`config.mk`:
```
export PLATFORM = sky130hd
export DESIGN_NAME = uart_word_rx_flat
export DESIGN_NICKNAME = d
export VERILOG_FILES = /design/src/rtl/uart_word_rx_if.sv /design/src/rtl/uart_word_rx.sv /design/src/flat_wrapper.sv
export SDC_FILE = /design/constraint.sdc
export NUM_CORES = 1
export LEC_CHECK = 0
export BUFFER_PORTS_ARGS = -buffer_cell sky130_fd_sc_hd__buf_2
export CAP_MARGIN = 20
export CORE_UTILIZATION = 55
export CTS_BUF_LIST = sky130_fd_sc_hd__clkbuf_4
export DETAILED_ROUTE_END_ITERATION = 10
export HOLD_SLACK_MARGIN = 0.05
export PLACE_DENSITY = 0.83
export RECOVER_POWER = 50
export SETUP_SLACK_MARGIN = 0.5
export SLEW_MARGIN = 20
export SYNTH_ARGS = -nofsm -noshare
export SYNTH_HDL_FRONTEND = slang
export SYNTH_SLANG_ARGS = --single-unit
```
`constraint.sdc`:
```
create_clock -name clk -period 2.9 [get_ports clk]
set_clock_uncertainty 0.15 [all_clocks]
set_input_delay 0.435 -clock clk [delete_from_list [all_inputs] [get_ports clk]]
set_output_delay 0.435 -clock clk [all_outputs]
set_load 0.005 [all_outputs]
```
`src/rtl/uart_word_rx_if.sv`:
```
// Serial input and assembled-word outputs of uart_word_rx.
// master is the receiver side, slave is the downstream command controller side.
interface uart_word_rx_if;
  logic        uart_rx;
  logic [31:0] rx;
  logic        rxValid;
  logic        frame_err;
  logic        word_timeout;

  modport master (
    input  uart_rx,
    output rx,
    output rxValid,
    output frame_err,
    output word_timeout
  );

  modport slave (
    output uart_rx,
    input  rx,
    input  rxValid,
    input  frame_err,
    input  word_timeout
  );
endinterface

```
`src/rtl/uart_word_rx.sv`:
```
// 8N1 UART receiver packing 4 bytes into a 32-bit word; word valid 1 cycle after the 4th stop sample.
// No backpressure: rxValid/frame_err/word_timeout are single-cycle pulses the consumer must take.
module uart_word_rx #(
  parameter int CLKS_PER_BIT = 4340,
  parameter int TIMEOUT_CLKS = 434000
) (
  input  logic          clk,
  input  logic          rst_n,
  uart_word_rx_if.master bus
);

  localparam int CW = (CLKS_PER_BIT > 1) ? $clog2(CLKS_PER_BIT) : 1;
  localparam int TW = (TIMEOUT_CLKS > 1) ? $clog2(TIMEOUT_CLKS) : 1;
  localparam logic [CW-1:0] HALF_LAST = CW'(CLKS_PER_BIT / 2 - 1);
  localparam logic [CW-1:0] BIT_LAST  = CW'(CLKS_PER_BIT - 1);
  localparam logic [TW-1:0] TO_LAST   = TW'(TIMEOUT_CLKS - 1);

  typedef enum logic [2:0] {
    IDLE,
    START,
    DATA,
    STOP,
    WAIT_HIGH
  } state_t;

  logic          sync1, rxs;
  state_t        state, state_n;
  logic [CW-1:0] cnt, cnt_n;
  logic [2:0]    bit_idx, bit_idx_n;
  logic [7:0]    shreg, shreg_n;
  logic [23:0]   word, word_n;
  logic [1:0]    bcnt, bcnt_n;
  logic [TW-1:0] tcnt, tcnt_n;
  logic [31:0]   rx_q, rx_n;
  logic          vld_q, vld_n;
  logic          fe_q, fe_n;
  logic          to_q, to_n;

  always_ff @(posedge clk or negedge rst_n) begin
    if (!rst_n) begin
      sync1 <= 1'b1;
      rxs   <= 1'b1;
    end else begin
      sync1 <= bus.uart_rx;
      rxs   <= sync1;
    end
  end

  always_ff @(posedge clk or negedge rst_n) begin
    if (!rst_n) begin
      state   <= IDLE;
      cnt     <= '0;
      bit_idx <= '0;
      shreg   <= '0;
      word    <= '0;
      bcnt    <= '0;
      tcnt    <= '0;
      rx_q    <= '0;
      vld_q   <= 1'b0;
      fe_q    <= 1'b0;
      to_q    <= 1'b0;
    end else begin
      state   <= state_n;
      cnt     <= cnt_n;
      bit_idx <= bit_idx_n;
      shreg   <= shreg_n;
      word    <= word_n;
      bcnt    <= bcnt_n;
      tcnt    <= tcnt_n;
      rx_q    <= rx_n;
      vld_q   <= vld_n;
      fe_q    <= fe_n;
      to_q    <= to_n;
    end
  end

  always_comb begin
    state_n   = state;
    cnt_n     = cnt;
    bit_idx_n = bit_idx;
    shreg_n   = shreg;
    word_n    = word;
    bcnt_n    = bcnt;
    tcnt_n    = tcnt;
    rx_n      = rx_q;
    vld_n     = 1'b0;
    fe_n      = 1'b0;
    to_n      = 1'b0;

    case (state)
      IDLE: begin
        // A timeout firing on the same cycle as a start edge still clears the
        // byte count, so the incoming byte opens a fresh word.
        if (bcnt != 2'd0) begin
          if (tcnt == TO_LAST) begin
            bcnt_n = 2'd0;
            to_n   = 1'b1;
            tcnt_n = '0;
          end else begin
            tcnt_n = tcnt + TW'(1);
          end
        end
        if (!rxs) begin
          state_n = START;
          cnt_n   = '0;
          tcnt_n  = '0;
        end
      end

      START: begin
        if (cnt == HALF_LAST) begin
          cnt_n     = '0;
          bit_idx_n = '0;
          state_n   = rxs ? IDLE : DATA;
        end else begin
          cnt_n = cnt + CW'(1);
        end
      end

      DATA: begin
        if (cnt == BIT_LAST) begin
          cnt_n     = '0;
          shreg_n   = {rxs, shreg[7:1]};
          bit_idx_n = bit_idx + 3'd1;
          if (bit_idx == 3'd7) begin
            state_n = STOP;
          end
        end else begin
          cnt_n = cnt + CW'(1);
        end
      end

      STOP: begin
        if (cnt == BIT_LAST) begin
          cnt_n = '0;
          if (rxs) begin
            state_n = IDLE;
            tcnt_n  = '0;
            word_n  = {word[15:0], shreg};
            if (bcnt == 2'd3) begin
              rx_n   = {word, shreg};
              vld_n  = 1'b1;
              bcnt_n = 2'd0;
            end else begin
              bcnt_n = bcnt + 2'd1;
            end
          end else begin
            // Stale bytes left in word are fully shifted out by the next 4 bytes.
            fe_n    = 1'b1;
            bcnt_n  = 2'd0;
            state_n = WAIT_HIGH;
          end
        end else begin
          cnt_n = cnt + CW'(1);
        end
      end

      WAIT_HIGH: begin
        if (rxs) begin
          state_n = IDLE;
        end
      end

      default: begin
        state_n = IDLE;
      end
    endcase
  end

  assign bus.rx           = rx_q;
  assign bus.rxValid      = vld_q;
  assign bus.frame_err    = fe_q;
  assign bus.word_timeout = to_q;

endmodule

```
`src/flat_wrapper.sv`:
```
// flat-port wrapper written by rule: the top's interface ports become plain ports
module uart_word_rx_flat 
#(
  parameter int CLKS_PER_BIT = 4340,
  parameter int TIMEOUT_CLKS = 434000
)
  (clk, rst_n, bus_uart_rx, bus_rx, bus_rxValid, bus_frame_err, bus_word_timeout);
  uart_word_rx_if bus_i ();
  input  logic clk;
  input  logic rst_n;
  input wire logic [$bits(bus_i.uart_rx)-1:0] bus_uart_rx;
  output wire logic [$bits(bus_i.rx)-1:0] bus_rx;
  output wire logic [$bits(bus_i.rxValid)-1:0] bus_rxValid;
  output wire logic [$bits(bus_i.frame_err)-1:0] bus_frame_err;
  output wire logic [$bits(bus_i.word_timeout)-1:0] bus_word_timeout;
  assign bus_i.uart_rx = bus_uart_rx;
  assign bus_rx = bus_i.rx;
  assign bus_rxValid = bus_i.rxValid;
  assign bus_frame_err = bus_i.frame_err;
  assign bus_word_timeout = bus_i.word_timeout;
  uart_word_rx #(.CLKS_PER_BIT(CLKS_PER_BIT), .TIMEOUT_CLKS(TIMEOUT_CLKS)) u_core (.clk(clk), .rst_n(rst_n), .bus(bus_i));
endmodule
```
==> qor.txt <==
Clk root buf = clkbuf_4
H-tree depth = 3
Die Wd = 96.4 um
Leakage power = 0.00283 uW
Largest net degree at the start of global routing = 81
Setup Crit Path Kind = flop to flop
Clock sink count = 109
Internal power = 1760 uW
Sw Share = 0.262
Setup Viol. Count Final = 0
Setup TNS = 0 ns
Hold crit path type = flop to flop
Fmax = 0.405 GHz
Most frequent cells in the layout = 103 x dfrtp_1, 34 x mux2_2, 30 x mux2_1
Post-synthesis average cell area = 11.9 um2
Drt initial violations = 199
CP max stage delay = 0.60 ns
Worst-Skew Late Latency = 0.47 ns
Hpwl dp = 6.09 mm
Mapped Cells = 410
Initial Utilization = 0.564
Final WL = 10.2 mm
Via count = 3468
Slew headroom = -0.153
Worst-path fanout max = 5
Worst slew pin tran = 1.73 ns
Seq pwr share = 0.642
Antenna viol nets, final = 0
Crit end category = flop
Critical Path RT = 3.12 ns
Asr flop ratio synth = 1.00
Area Overhead vs Synth = 16.9%
Post-synth EDFFs = 0
Nets@finish = 483
Global-route wire length before repair = 15.4 mm
Die area = 0.00928 mm2
Port-buffer cells = 37
Core box area = 0.00868 mm2
FF+latch count, synth = 109
Max-slew violations = 30
RSZ-0062 raised after global routing = true
Max Root-Sink Buffers = 2
# rows = 34
Fin crit share = 0.851
Placer Congestion = 0.883
Clock-pin slew on the worst setup and hold paths = 0.18 ns
Final Hold Viols = 0
Ratio of cells with drive above 1 in the final layout = 0.266
Post-synthesis cell area = 0.00490 mm2
Synthesized Nets = 420
Critical path cell sequence = or4_4, o41ai_4, buf_4, inv_1, a211o_1, mux2_4
DRC = 0
Most common cell after layout, fill and taps aside = dfrtp_1
GRT overflow = 0
Cts bufs inserted = 9
Vias per inst = 5.92
Filler cell count = 651
Status = finished, violations left
Crit-path slowest cell = or4_4
All-Layer GR Usage = 0.217
Antenna cells = 0
IO Pins = 38
Register area share after synthesis = 0.558
Max_cap viols = 1
VDD IR max = 224 uV
CTS tree = done
Synth Flop Type = dfrtp_1
Failing checks = capacitance limit, slew limit
Comb pwr share = 0.017
Power per cell area = 416 mW/mm2
Wire length per cell = 17.3 um
First-pass iteration count of the detailed router = 4
CP Launch Type = flop
Clock power frac = 0.341
Antenna violations before repair = 0
Tmin final = 2.47 ns
Count of cell types in the netlist = 51
Syn. warnings = 0
Psw = 624 uW
Worst EP arrival = 2.68 ns
Hold slack = 0.220 ns
Vias in the first global route = 3162
Die height = 96.4 um
[path summary, 6_finish.rpt]
path / startpoint / to / slack, ns / depth (start not counted)
setup / recovery: u_core.cnt[9] / u_core.bit_idx[0] / 0.43 / 6
hold / removal: u_core.sync1 / u_core.rxs / 0.22 / 0
setup reg to reg: u_core.cnt[9] / u_core.bit_idx[0] / 0.43 / 6
hold reg to reg: u_core.sync1 / u_core.rxs / 0.22 / 0
max in group asynchronous: rst_n / u_core.sync1 / 0.62 / 3
min in group asynchronous: rst_n / u_core.bus.rx[5] / 0.79 / 2
[flip-flops by register name, summed over array words and instances, names as in the netlist]
| register | count |
|---|---|
| u_core.state | 3 |
| u_core.rxs | 1 |
| u_core.cnt | 13 |
| u_core.bus.rx | 32 |
| u_core.sync1 | 1 |
| u_core.bus.word_timeout | 1 |
| u_core.bcnt | 2 |
| u_core.bus.frame_err | 1 |
| u_core.bit_idx | 3 |
| u_core.word | 24 |
| u_core.tcnt | 19 |
| u_core.bus.rxValid | 1 |
| u_core.shreg | 8 |
[area by class of cell]
cell class                      instances  area, um2  share of cell area
Sequential cell                       109       2740               0.478
Clock buffer                            9       67.6              0.0118
Inverter                               13       48.8             0.00852
Timing Repair Buffer                   70        543              0.0949
Tap cell                              108        135              0.0236
Multi-Input combinational cell        270       2100               0.367
Clock inverter                          7       96.3              0.0168
[per-layer routing]
metal	track usage	wire length, um	part of all wire
met5	0	0	0
met4	0.0490	127	0.012
met3	0.0458	432	0.043
met1	0.305	4390	0.43
met2	0.348	5210	0.51
[metrics by stage]
stage	cell area, um2	total power (uW)	util	setup slack (ns)	cells
final	5720	2380	0.660	0.432	586
after global routing	5720	2480	0.660	0.306	586
after CTS	5470	2400	0.631	0.447	569
after detailed placement	5200	1600	0.599	0.250	545
after global placement	5200	1600	0.599	0.367	545
after floorplan	4900	1560	-	0.379	410
[repair_timing]
item / CTS / global route
hold endpoints to repair: 30 / 0
pin swaps: 5 / 6
gates cloned: 0 / 7
setup endpoints to repair: 97 / 93
setup buffers: 6 / 10
resized for setup: 11 / 25
hold buffers: 2 / 0
[synthesized netlist by cell type, types with 2 or more instances]
master	n	share of area
dfrtp_1	107	0.55
mux2_2	35	0.081
mux2_1	30	0.069
nand2_1	25	0.019
nor2_1	20	0.015
a21oi_1	19	0.019
nand3_1	17	0.017
o21ai_0	15	0.015
a22o_1	13	0.023
inv_1	13	0.010
a31oi_1	12	0.015
clkbuf_1	10	0.0077
ha_1	7	0.018
nand4_1	7	0.0089
and3_1	6	0.0077
a21o_1	5	0.0077
buf_2	5	0.0051
nor3_1	5	0.0051
nand2b_1	4	0.0051
nor2b_1	4	0.0051
nor4_1	4	0.0051
o21a_1	4	0.0061
and4_1	3	0.0054
buf_6	3	0.0069
o22ai_1	3	0.0038
a41oi_1	2	0.0036
and2_1	2	0.0026
dfstp_2	2	0.011
nand4b_1	2	0.0036
nor3b_1	2	0.0031
o2bb2ai_1	2	0.0036
or2_2	2	0.0026
or3_1	2	0.0026
[power by group through the flow]
stage	registers (uW)	logic, uW	clock network (uW)
floorplan	1550	7.26	0
global placement	1550	41.1	0
detailed placement	1550	41.8	0
CTS	1530	43.9	826
global route	1530	49.5	900
finish	1530	41.5	811
[critical path: cells and delay by family, from the launching register on]
| family | cells | cell delay (ns) |
|---|---|---|
| AO/OA/AOI/OAI | 2 | 0.68 |
| buffers and inverters | 2 | 0.21 |
| AND/OR/NAND/NOR | 1 | 0.60 |
| flip-flops | 1 | 0.47 |
| multiplexers | 1 | 0.26 |
[cell families after synthesis]
family	synth area share
flops	0.558
compound gates	0.109
simple gates	0.131
fa+ha+maj	0.0179
xor+xnor	0.00358
mux	0.152
buf+inv	0.0296
Note: power is estimated with default switching activity, not from simulation.
